===== src/rtl/dsp_div_signed_seq_neg.sv =====
// Sequential signed restoring divider, falling-edge clocked.
// Divides a P_W-bit signed dividend by a B_W-bit signed divisor. The quotient
// is truncated toward zero and saturated to A_W bits. The remainder takes the
// sign of the dividend. One quotient bit is produced per falling edge, MSB first.
module dsp_div_signed_seq_neg #(
  parameter int A_W = 20,
  parameter int B_W = 18,
  parameter int P_W = 38
) (
  input  logic           clk,
  input  logic           reset,
  input  logic           start,
  input  logic [P_W-1:0] dividend,
  input  logic [B_W-1:0] divisor,
  output logic [A_W-1:0] quotient,
  output logic [B_W-1:0] remainder,
  output logic           busy,
  output logic           done,
  output logic           div_by_zero,
  output logic           overflow
);

  localparam int CNT_W = $clog2(P_W);

  // Largest quotient magnitudes representable in A_W signed bits
  localparam logic [P_W-1:0] Q_POS_LIM = (P_W'(1) << (A_W - 1)) - P_W'(1);
  localparam logic [P_W-1:0] Q_NEG_LIM = P_W'(1) << (A_W - 1);

  typedef enum logic [1:0] {
    S_IDLE,
    S_CALC,
    S_FIX
  } state_t;

  state_t           r_state;
  state_t           w_state_next;

  // r_dvd starts as |dividend|. It shifts left each step, and quotient bits enter at the LSB.
  logic [P_W-1:0]   r_dvd;
  logic [P_W-1:0]   w_dvd_next;
  logic [B_W-1:0]   r_dvs;
  logic [B_W-1:0]   w_dvs_next;
  logic [B_W:0]     r_rem;
  logic [B_W:0]     w_rem_next;
  logic [CNT_W-1:0] r_cnt;
  logic [CNT_W-1:0] w_cnt_next;
  logic             r_sign_q;
  logic             w_sign_q_next;
  logic             r_sign_r;
  logic             w_sign_r_next;

  logic [A_W-1:0]   r_quot;
  logic [A_W-1:0]   w_quot_next;
  logic [B_W-1:0]   r_remo;
  logic [B_W-1:0]   w_remo_next;
  logic             r_busy;
  logic             w_busy_next;
  logic             r_done;
  logic             w_done_next;
  logic             r_dbz;
  logic             w_dbz_next;
  logic             r_ovf;
  logic             w_ovf_next;

  // Operand magnitudes. Negating the most negative value wraps to the correct unsigned magnitude.
  logic [P_W-1:0]   w_dvd_abs;
  logic [B_W-1:0]   w_dvs_abs;
  // Restoring step. The trial value is one bit wider than r_rem, so the compare never loses the carry.
  logic [B_W+1:0]   w_trial;
  logic             w_ge;
  logic [B_W:0]     w_diff;
  // Final sign correction and range check
  logic             w_q_ovf;
  logic [A_W-1:0]   w_q_signed;
  logic [B_W-1:0]   w_r_signed;

  assign w_dvd_abs  = dividend[P_W-1] ? (~dividend + P_W'(1)) : dividend;
  assign w_dvs_abs  = divisor[B_W-1]  ? (~divisor + B_W'(1))  : divisor;
  assign w_trial    = {r_rem, r_dvd[P_W-1]};
  assign w_ge       = (w_trial >= {2'b00, r_dvs});
  assign w_diff     = w_trial[B_W:0] - {1'b0, r_dvs};
  assign w_q_ovf    = r_sign_q ? (r_dvd > Q_NEG_LIM) : (r_dvd > Q_POS_LIM);
  assign w_q_signed = r_sign_q ? (~r_dvd[A_W-1:0] + A_W'(1)) : r_dvd[A_W-1:0];
  assign w_r_signed = r_sign_r ? (~r_rem[B_W-1:0] + B_W'(1)) : r_rem[B_W-1:0];

  // Next-state and datapath logic for the IDLE -> CALC -> FIX sequence
  always_comb begin
    w_state_next  = r_state;
    w_dvd_next    = r_dvd;
    w_dvs_next    = r_dvs;
    w_rem_next    = r_rem;
    w_cnt_next    = r_cnt;
    w_sign_q_next = r_sign_q;
    w_sign_r_next = r_sign_r;
    w_quot_next   = r_quot;
    w_remo_next   = r_remo;
    w_busy_next   = r_busy;
    w_done_next   = 1'b0;
    w_dbz_next    = r_dbz;
    w_ovf_next    = r_ovf;
    case (r_state)
      S_IDLE: begin
        if (start) begin
          w_dvd_next    = w_dvd_abs;
          w_dvs_next    = w_dvs_abs;
          w_rem_next    = '0;
          w_cnt_next    = CNT_W'(P_W - 1);
          w_sign_q_next = dividend[P_W-1] ^ divisor[B_W-1];
          w_sign_r_next = dividend[P_W-1];
          w_busy_next   = 1'b1;
          w_dbz_next    = 1'b0;
          w_ovf_next    = 1'b0;
          // A zero divisor skips the iterations entirely
          w_state_next  = (divisor == '0) ? S_FIX : S_CALC;
        end
      end
      S_CALC: begin
        w_rem_next   = w_ge ? w_diff : w_trial[B_W:0];
        w_dvd_next   = {r_dvd[P_W-2:0], w_ge};
        w_cnt_next   = r_cnt - CNT_W'(1);
        if (r_cnt == '0) begin
          w_state_next = S_FIX;
        end
      end
      S_FIX: begin
        w_busy_next  = 1'b0;
        w_done_next  = 1'b1;
        w_state_next = S_IDLE;
        if (r_dvs == '0) begin
          w_quot_next = '0;
          w_remo_next = '0;
          w_dbz_next  = 1'b1;
          w_ovf_next  = 1'b0;
        end else begin
          w_remo_next = w_r_signed;
          w_dbz_next  = 1'b0;
          w_ovf_next  = w_q_ovf;
          if (w_q_ovf) begin
            w_quot_next = r_sign_q ? {1'b1, {(A_W-1){1'b0}}} : {1'b0, {(A_W-1){1'b1}}};
          end else begin
            w_quot_next = w_q_signed;
          end
        end
      end
      default: begin
        w_state_next = S_IDLE;
      end
    endcase
  end

  // All state updates on the falling edge. Reset aborts any operation in flight.
  always_ff @(negedge clk or posedge reset) begin
    if (reset) begin
      r_state  <= S_IDLE;
      r_dvd    <= '0;
      r_dvs    <= '0;
      r_rem    <= '0;
      r_cnt    <= '0;
      r_sign_q <= 1'b0;
      r_sign_r <= 1'b0;
      r_quot   <= '0;
      r_remo   <= '0;
      r_busy   <= 1'b0;
      r_done   <= 1'b0;
      r_dbz    <= 1'b0;
      r_ovf    <= 1'b0;
    end else begin
      r_state  <= w_state_next;
      r_dvd    <= w_dvd_next;
      r_dvs    <= w_dvs_next;
      r_rem    <= w_rem_next;
      r_cnt    <= w_cnt_next;
      r_sign_q <= w_sign_q_next;
      r_sign_r <= w_sign_r_next;
      r_quot   <= w_quot_next;
      r_remo   <= w_remo_next;
      r_busy   <= w_busy_next;
      r_done   <= w_done_next;
      r_dbz    <= w_dbz_next;
      r_ovf    <= w_ovf_next;
    end
  end

  assign quotient    = r_quot;
  assign remainder   = r_remo;
  assign busy        = r_busy;
  assign done        = r_done;
  assign div_by_zero = r_dbz;
  assign overflow    = r_ovf;

endmodule


===== config.mk =====
export PLATFORM = sky130hd
export DESIGN_NAME = dsp_div_signed_seq_neg
export DESIGN_NICKNAME = d
export VERILOG_FILES = /design/src/rtl/dsp_div_signed_seq_neg.sv
export SDC_FILE = /design/constraint.sdc
export NUM_CORES = 1
export LEC_CHECK = 0
export CAP_MARGIN = 20
export CORE_MARGIN = 2
export CORE_UTILIZATION = 55
export DETAILED_ROUTE_END_ITERATION = 10
export DONT_BUFFER_PORTS = 1
export HOLD_SLACK_MARGIN = 0.1
export PLACE_DENSITY = 0.7
export SETUP_SLACK_MARGIN = 0.3
export SKIP_LAST_GASP = 1
export SLEW_MARGIN = 25
export SYNTH_ARGS = -nofsm -noshare
export SYNTH_HDL_FRONTEND = slang
export SYNTH_SLANG_ARGS = --single-unit

===== constraint.sdc =====
create_clock -name clk -period 6.2 [get_ports clk]
set_clock_uncertainty 0.1 [all_clocks]
set_input_delay 1.24 -clock clk [delete_from_list [all_inputs] [get_ports clk]]
set_output_delay 1.24 -clock clk [all_outputs]
set_load 0.02 [all_outputs]

==> results of run 1 <==
==> cell usage in the layout, fill, tap and decap left out, types with 6 or more instances in the layout <==
cell / n
dfrtn_1: 127
nand2_1: 122
o21ai_0: 113
xor2_1: 76
inv_1: 39
a22oi_1: 31
nor2_1: 30
o31ai_1: 27
buf_4: 25
ha_1: 24
xnor2_1: 21
a21oi_1: 20
nand3_1: 20
clkbuf_16: 17
nand2b_1: 13
nor4_1: 13
a22o_1: 13
or4_1: 12
or3_1: 9
o41ai_1: 9
nor2b_1: 8
nor3_1: 8
mux2i_1: 8
o21ai_1: 8
a32oi_1: 7
nand3b_1: 6
o22ai_1: 6
o311ai_0: 6
==> timing repair <==
| item | 4_1_cts | 5_1_grt |
|---|---|---|
| pin swaps | 4 | 12 |
| buffers inserted | 3 | 2 |
| setup endpoints to repair | 9 | 15 |
| resized for setup | 11 | 18 |
==> power by group through the flow <==
stage	clock (mW)	sequential, mW	combinational [mW]
floorplan	0	1.66	1.99
global placement	0	1.82	2.33
detailed placement	0	1.84	2.40
CTS	1.05	1.84	2.42
global route	1.09	1.90	2.75
finish	1.04	1.85	2.44
==> cells in the mapped netlist, types with 12 or more instances <==
cell type  instances
dfrtn_1          127
nor2_1            31
nand2_1          124
xor2_1            76
or4_1             13
o21ai_0          121
a22o_1            13
a22oi_1           31
o31ai_1           31
inv_1             40
nand2b_1          14
a21oi_1           21
ha_1              24
nor4_1            16
o41ai_1           12
xnor2_1           21
clkbuf_1          46
nand3_1           20
==> flip-flops by register name, indices dropped and copies added (netlist names) <==
signal,count
r_rem,19
r_sign_q,1
done,1
div_by_zero,1
r_dvs,18
busy,1
overflow,1
quotient,20
remainder,18
r_sign_r,1
r_state,2
r_cnt,6
r_dvd,38
==> layer usage <==
layer | vias up | wire length, µm | share of wire (%) | global-route usage [%]
met2 | 256 | 9548 | 46 | 41.37
met3 | 32 | 1191 | 5.7 | 5.734
met5 | - | 0 | 0 | 0
met4 | 0 | 337 | 1.6 | 8.562
li1 | 3325 | - | - | -
met1 | 3352 | 9872 | 47 | 38.14
==> cell type report <==
class / instances / area share [%]
multi-input cells: 696 / 51.22
flip-flops and latches: 127 / 34.70
clock buffers: 21 / 4.809
repair buffers: 32 / 3.292
well taps: 184 / 2.514
clock inverters: 11 / 1.790
inverters: 40 / 1.680
==> stage by stage <==
stage | total power [mW] | hold slack (ps) | TNS, ps | std cells
floorplan | 3.647 | 311.7 | -1717 | 919
global placement | 4.157 | 326.9 | -3468 | 1074
detailed placement | 4.246 | 343.9 | -4105 | 1074
CTS | 5.307 | 343.0 | -173.5 | 1109
global route | 5.742 | 380.0 | -606.3 | 1111
finish | 5.331 | 346.0 | -233.6 | 1111
==> critical path: stages <==
cell and delay, ps:
or4_4 520, or3_4 360, or4_4 520, nand2b_4 180, o41ai_4 240, xor2_1 190
o21ai_1 70
==> path summary, 6_finish.rpt <==
kind | from | end
max | dividend[22] | r_dvd[35]
min | r_rem[18] | r_rem[18]
max reg2reg | r_dvs[2] | r_rem[2]
min reg2reg | r_rem[18] | r_rem[18]
max in group asynchronous | reset | r_dvd[36]
min in group asynchronous | reset | quotient[16]
==> cells by family (layout without fill, tap and decap cells) <==
| logic type | after synthesis | after routing |
|---|---|---|
| AOI/OAI and AO/OA | 289 | 289 |
| and+or+nand+nor | 277 | 277 |
| DFF | 127 | 127 |
| xor gates and xnor gates | 97 | 97 |
| buffers and inverters | 96 | 104 |
| adders and majority gates | 25 | 25 |
| muxes | 8 | 8 |
==> flow_summary.yaml, run 1 <==
run_status:
  status: "finished, violations left"
  violations: "negative setup slack"
synthesis:
  synth-seq-cells: 127
  yosysSeqAreaShare_pct: 39.22
  ys_types: 66
  yosysWarnings: 0
  synth_nets: 1003
  syn_area_per_cell_um2: 8.818
  synth-main-ff-cell: "dfrtn_1"
  synthMuxAreaShare_pct: 0.9881
  postSynth.asyncResetShare_pct: 100.0
  yosys.area_share.adder_pct: 3.952
  synthXorXnorAreaFrac_pct: 10.48
  synth_simple_gate_area_share_pct: 16.92
  synth_edf_count: 0
  synthTopCellsByArea: "dfrtn_1 (39%), xor2_1 (8.2%), o21ai_0 (7.5%)"
  synth_area_um2: 8104
  synth_cells: 919
  yosys.area.top_type_share_pct: 39.22
  synth_top_family_by_area: "compound AO/OA/AOI/OAI gates"
  synth_area_leader_cell: "dfrtn_1"
  synth_compound_area_share_pct: 23.42
global_route:
  grt_pass1_vias: 6750
  grt-ovfl-total: 0
  grt_max_degree: 42
  antenna_found_initial: 0
  grt_pass1_wl_um: 34350
  grt_usage_pct: 26.86
power:
  p_leak_nw: 3.917
  intPower_mw: 2.932
  p_switching_mw: 2.399
  switching_share_pct: 45.00
  ir_worst_vdd_mv: 0.2582
  power_frac_seq_pct: 34.7
  clockPowerShare_pct: 19.5
  comb_power_share_pct: 45.8
  p_per_area_nw_per_um2: 582.0
final_layout:
  antenna_cells: 0
  area_growth_pct: 13.02
  fin_util_pct: 63.26
  regArea_um2: 3178
  nFillCells: 1237
  multi_input_area_um2: 4691
  drive_above_1_share_pct: 10.14
  stdcell_area_um2: 9159
  finalNetCount: 998
min_path:
  holdCritPathClass: "reg -> reg"
  holdPathStages: 2
setup_path:
  end_kind: "register"
  cp.required_ps: 3240
  cp-start-kind: "primary input"
  reg2regPathDepth: 10
  rrSetupSlack_ps: 2660
  critical_path.max_fanout: 3
  path_class: "in -> reg"
  cp_data_arrival_time_ps: 3320
clock_tree:
  cts.sinks: 127
  clockBufferDepth: 2
  clk_latency_ps: 400
  cts_tree: "yes"
  clk_pin_slew_ps: 40
  cts_buffers: 17
  root_buffer: "clkbuf_16"
  htreeDepth: 4
  hold_buffers: 0
sta:
  timing_hold_violations_final: 0
  tightest_slew_ps: 981.9
  setup_slack_ps: -80.28
  rsz0062_at_grt: "yes"
  maxSlewHeadroom_pct: 34.39
  slew_viol_final: 0
  setup_viol: 5
floorplanning:
  core.rowCount: 44
  start_util_pct: 55.97
  die_area_um2: 15720
  die_w_um: 125.4
  die_y_um: 125.4
  core_um2: 14480
  num_io_pins: 101
routing:
  drcViolationCount: 0
  wl_um: 20950
  first_pass_iters: 7
  num_vias: 6965
  postRouteAntennaNets: 0
  drt-wirelength-per-cell_um: 18.86
  vias_per_cell: 6.269
  drt_iter0_markers: 560
placement:
  dpl_cell_area_um2: 8386
  post-place-ws_ps: -661.3
  dp_hpwl_um: 15300
  routabilityCongestion: 0.9379
  io_buffers: 0
flow_run:
  maxCapViolCount: 0
No activity file was read; power rests on OpenSTA's default activity.
==> run 2, diff against run 1 <==
Settings changed: CORE_MARGIN 2 to not set.
==> run 2 against run 1 <==
Effect of this change: the run still ends with negative setup slack left; die area fell by 3.2%; clock power barely moved; count of clock-buffer cells in the layout fell by 3; sequential share of layout area rose by 0.45 points; combinational power barely moved; critical path depth did not move; setup slack improved by 64 ps; final cell count fell by 0.81%; design area fell by 1.3%; non-clock buffer count fell by 5; worst hold slack improved by 13 ps; largest cell class unchanged; largest power group unchanged.
==> flow_summary.yaml, run 2 (same netlist as run 1, synthesis figures left out) <==
placement:
  dp.cells: 1068
  routabilityCongestion: 0.8910
  dp_hpwl_um: 15350
  post-place-ws_ps: -523.0
  io_buffers: 0
clock_tree:
  clockBufferDepth: 2
  root_buffer: "clkbuf_16"
  cts_tree: "yes"
  hold_buffers: 0
  cts.sinks: 127
  clk_latency_ps: 400
  htreeDepth: 4
  clk_pin_slew_ps: 40
  cts_buffers: 17
setup_path:
  critical_path.endpoint: "r_dvd[35]"
  cp.depth: 7
  cp_data_arrival_time_ps: 3250
  crit_top_cell: "or4_4"
  cp_num_buf_inv: 0
  cp-start-kind: "primary input"
  critical_path.max_fanout: 3
  end_kind: "register"
  r2r-end: "r_rem[2]"
  critical_path.slowest_cell: "or4_4"
  reg2regPathDepth: 10
  path_class: "in -> reg"
  r2r-start: "r_dvs[2]"
  crit_start: "dividend[22]"
  crit_family: "simple AND/OR/NAND/NOR gates"
  cp.required_ps: 3240
  cpPeakStageDelay_ps: 520
  rrSetupSlack_ps: 2970
  cp_cell_sequence: "or4_4 > or3_4 > or4_4 > nand2b_4 > o41ai_4 > xor2_1 > o21ai_1"
floorplanning:
  die_area_um2: 15220
  die_y_um: 123.4
  num_io_pins: 101
  core.rowCount: 43
  core_um2: 14150
  die_w_um: 123.4
  start_util_pct: 57.27
final_layout:
  layout_common_cells: "dfrtn_1 (127), nand2_1 (121), o21ai_0 (113)"
  final_cells: 1102
  finalNetCount: 993
  largest_reg_flops: 38
  layout_commonest_cell: "dfrtn_1"
  fin_util_pct: 63.90
  regMostFlops: "r_dvd"
  nFillCells: 1189
  drive_above_1_share_pct: 10.30
  area_growth_pct: 11.56
  antenna_cells: 0
min_path:
  holdCritPathClass: "reg -> reg"
  hp-start: "r_cnt[3]"
power:
  p_leak_nw: 3.858
  power_mw: 5.298
  ir_worst_vdd_mv: 0.2921
  p_per_area_nw_per_um2: 586.0
routing:
  postRouteAntennaNets: 0
  vias_per_cell: 6.369
  first_pass_iters: 5
  num_vias: 7019
  drt_iter0_markers: 492
  drcViolationCount: 0
  wl_um: 21330
  drt-wirelength-per-cell_um: 19.35
sta:
  finalHoldWorstSlack_ps: 359.1
  setup_viol: 2
  tightest_slew_ps: 979.0
  timing_hold_violations_final: 0
  rsz0062_at_grt: "yes"
  maxSlewHeadroom_pct: 34.58
  slew_viol_final: 0
  setup_slack_ps: -15.90
global_route:
  grt-ovfl-total: 0
  grt_pass1_vias: 6945
  grt_usage_pct: 29.45
  grt_max_degree: 51
  grt_pass1_wl_um: 34330
  antenna_found_initial: 0
flow_run:
  maxCapViolCount: 0
run_status:
  status: "finished, violations left"
  violations: "negative setup slack"
[run 2: cell types whose count changed in the layout (fill, tap and decap cells not counted), sizes merged]
cell    delta
buf        -5
bufinv     -1
clkbuf     -3
clkinv     +4
[run 2: worst min path at each step]
stage           endpoint  slack (ps)  depth (start not counted)
2_1_floorplan  r_rem[18]         310                          2
3_3_place_gp   r_rem[18]         330                          2
3_5_place_dp   r_rem[18]         350                          2
4_1_cts         r_cnt[4]         360                          1
5_1_grt         r_cnt[3]         390                          1
6_report        r_cnt[3]         360                          1
[run 2: report_power, final]
part / switching [mW] / internal [mW] / leakage (nW) / total (mW)
registers: 0.602 / 1.24 / 1.59 / 1.84
clock network: 0.386 / 0.641 / 0.296 / 1.03
logic: 1.42 / 1.00 / 1.98 / 2.43
total: 2.41 / 2.89 / 3.86 / 5.30
[run 2: area by class of cell]
cell class | instances | area [µm²] | area share, %
inverters | 40 | 153.9 | 1.702
flip-flops and latches | 127 | 3178 | 35.15
clock inverters | 14 | 165.2 | 1.827
multi-input cells | 696 | 4652 | 51.45
repair buffers | 27 | 227.7 | 2.519
clock buffers | 18 | 439.2 | 4.857
well taps | 180 | 225.2 | 2.491
[run 2: per-stage QoR]
stage / setup TNS [ps] / instance area [µm²]
floorplan: -1717 / 8142
global placement: -3044 / 8341
detailed placement: -3690 / 8341
CTS: -35.24 / 8999
global route: -251.8 / 9041
finish: -26.95 / 9041
[run 2: per-layer routing]
layer | global-route usage [%] | part of all wire (%) | vias to the layer above
met5 | 0 | 0 | -
met1 | 35.69 | 43 | 3452
met4 | 13.10 | 3.0 | 0
met2 | 50.56 | 49 | 210
li1 | - | - | 3316
met3 | 5.766 | 4.8 | 41
[run 2: what timing repair did]
item / 4_1_cts / 5_1_grt
endpoints found under the hold margin: 0 / 0
endpoints found under the setup margin: 9 / 14
resized for setup: 13 / 10
pin swaps: 6 / 6
buffers inserted: 2 / 0
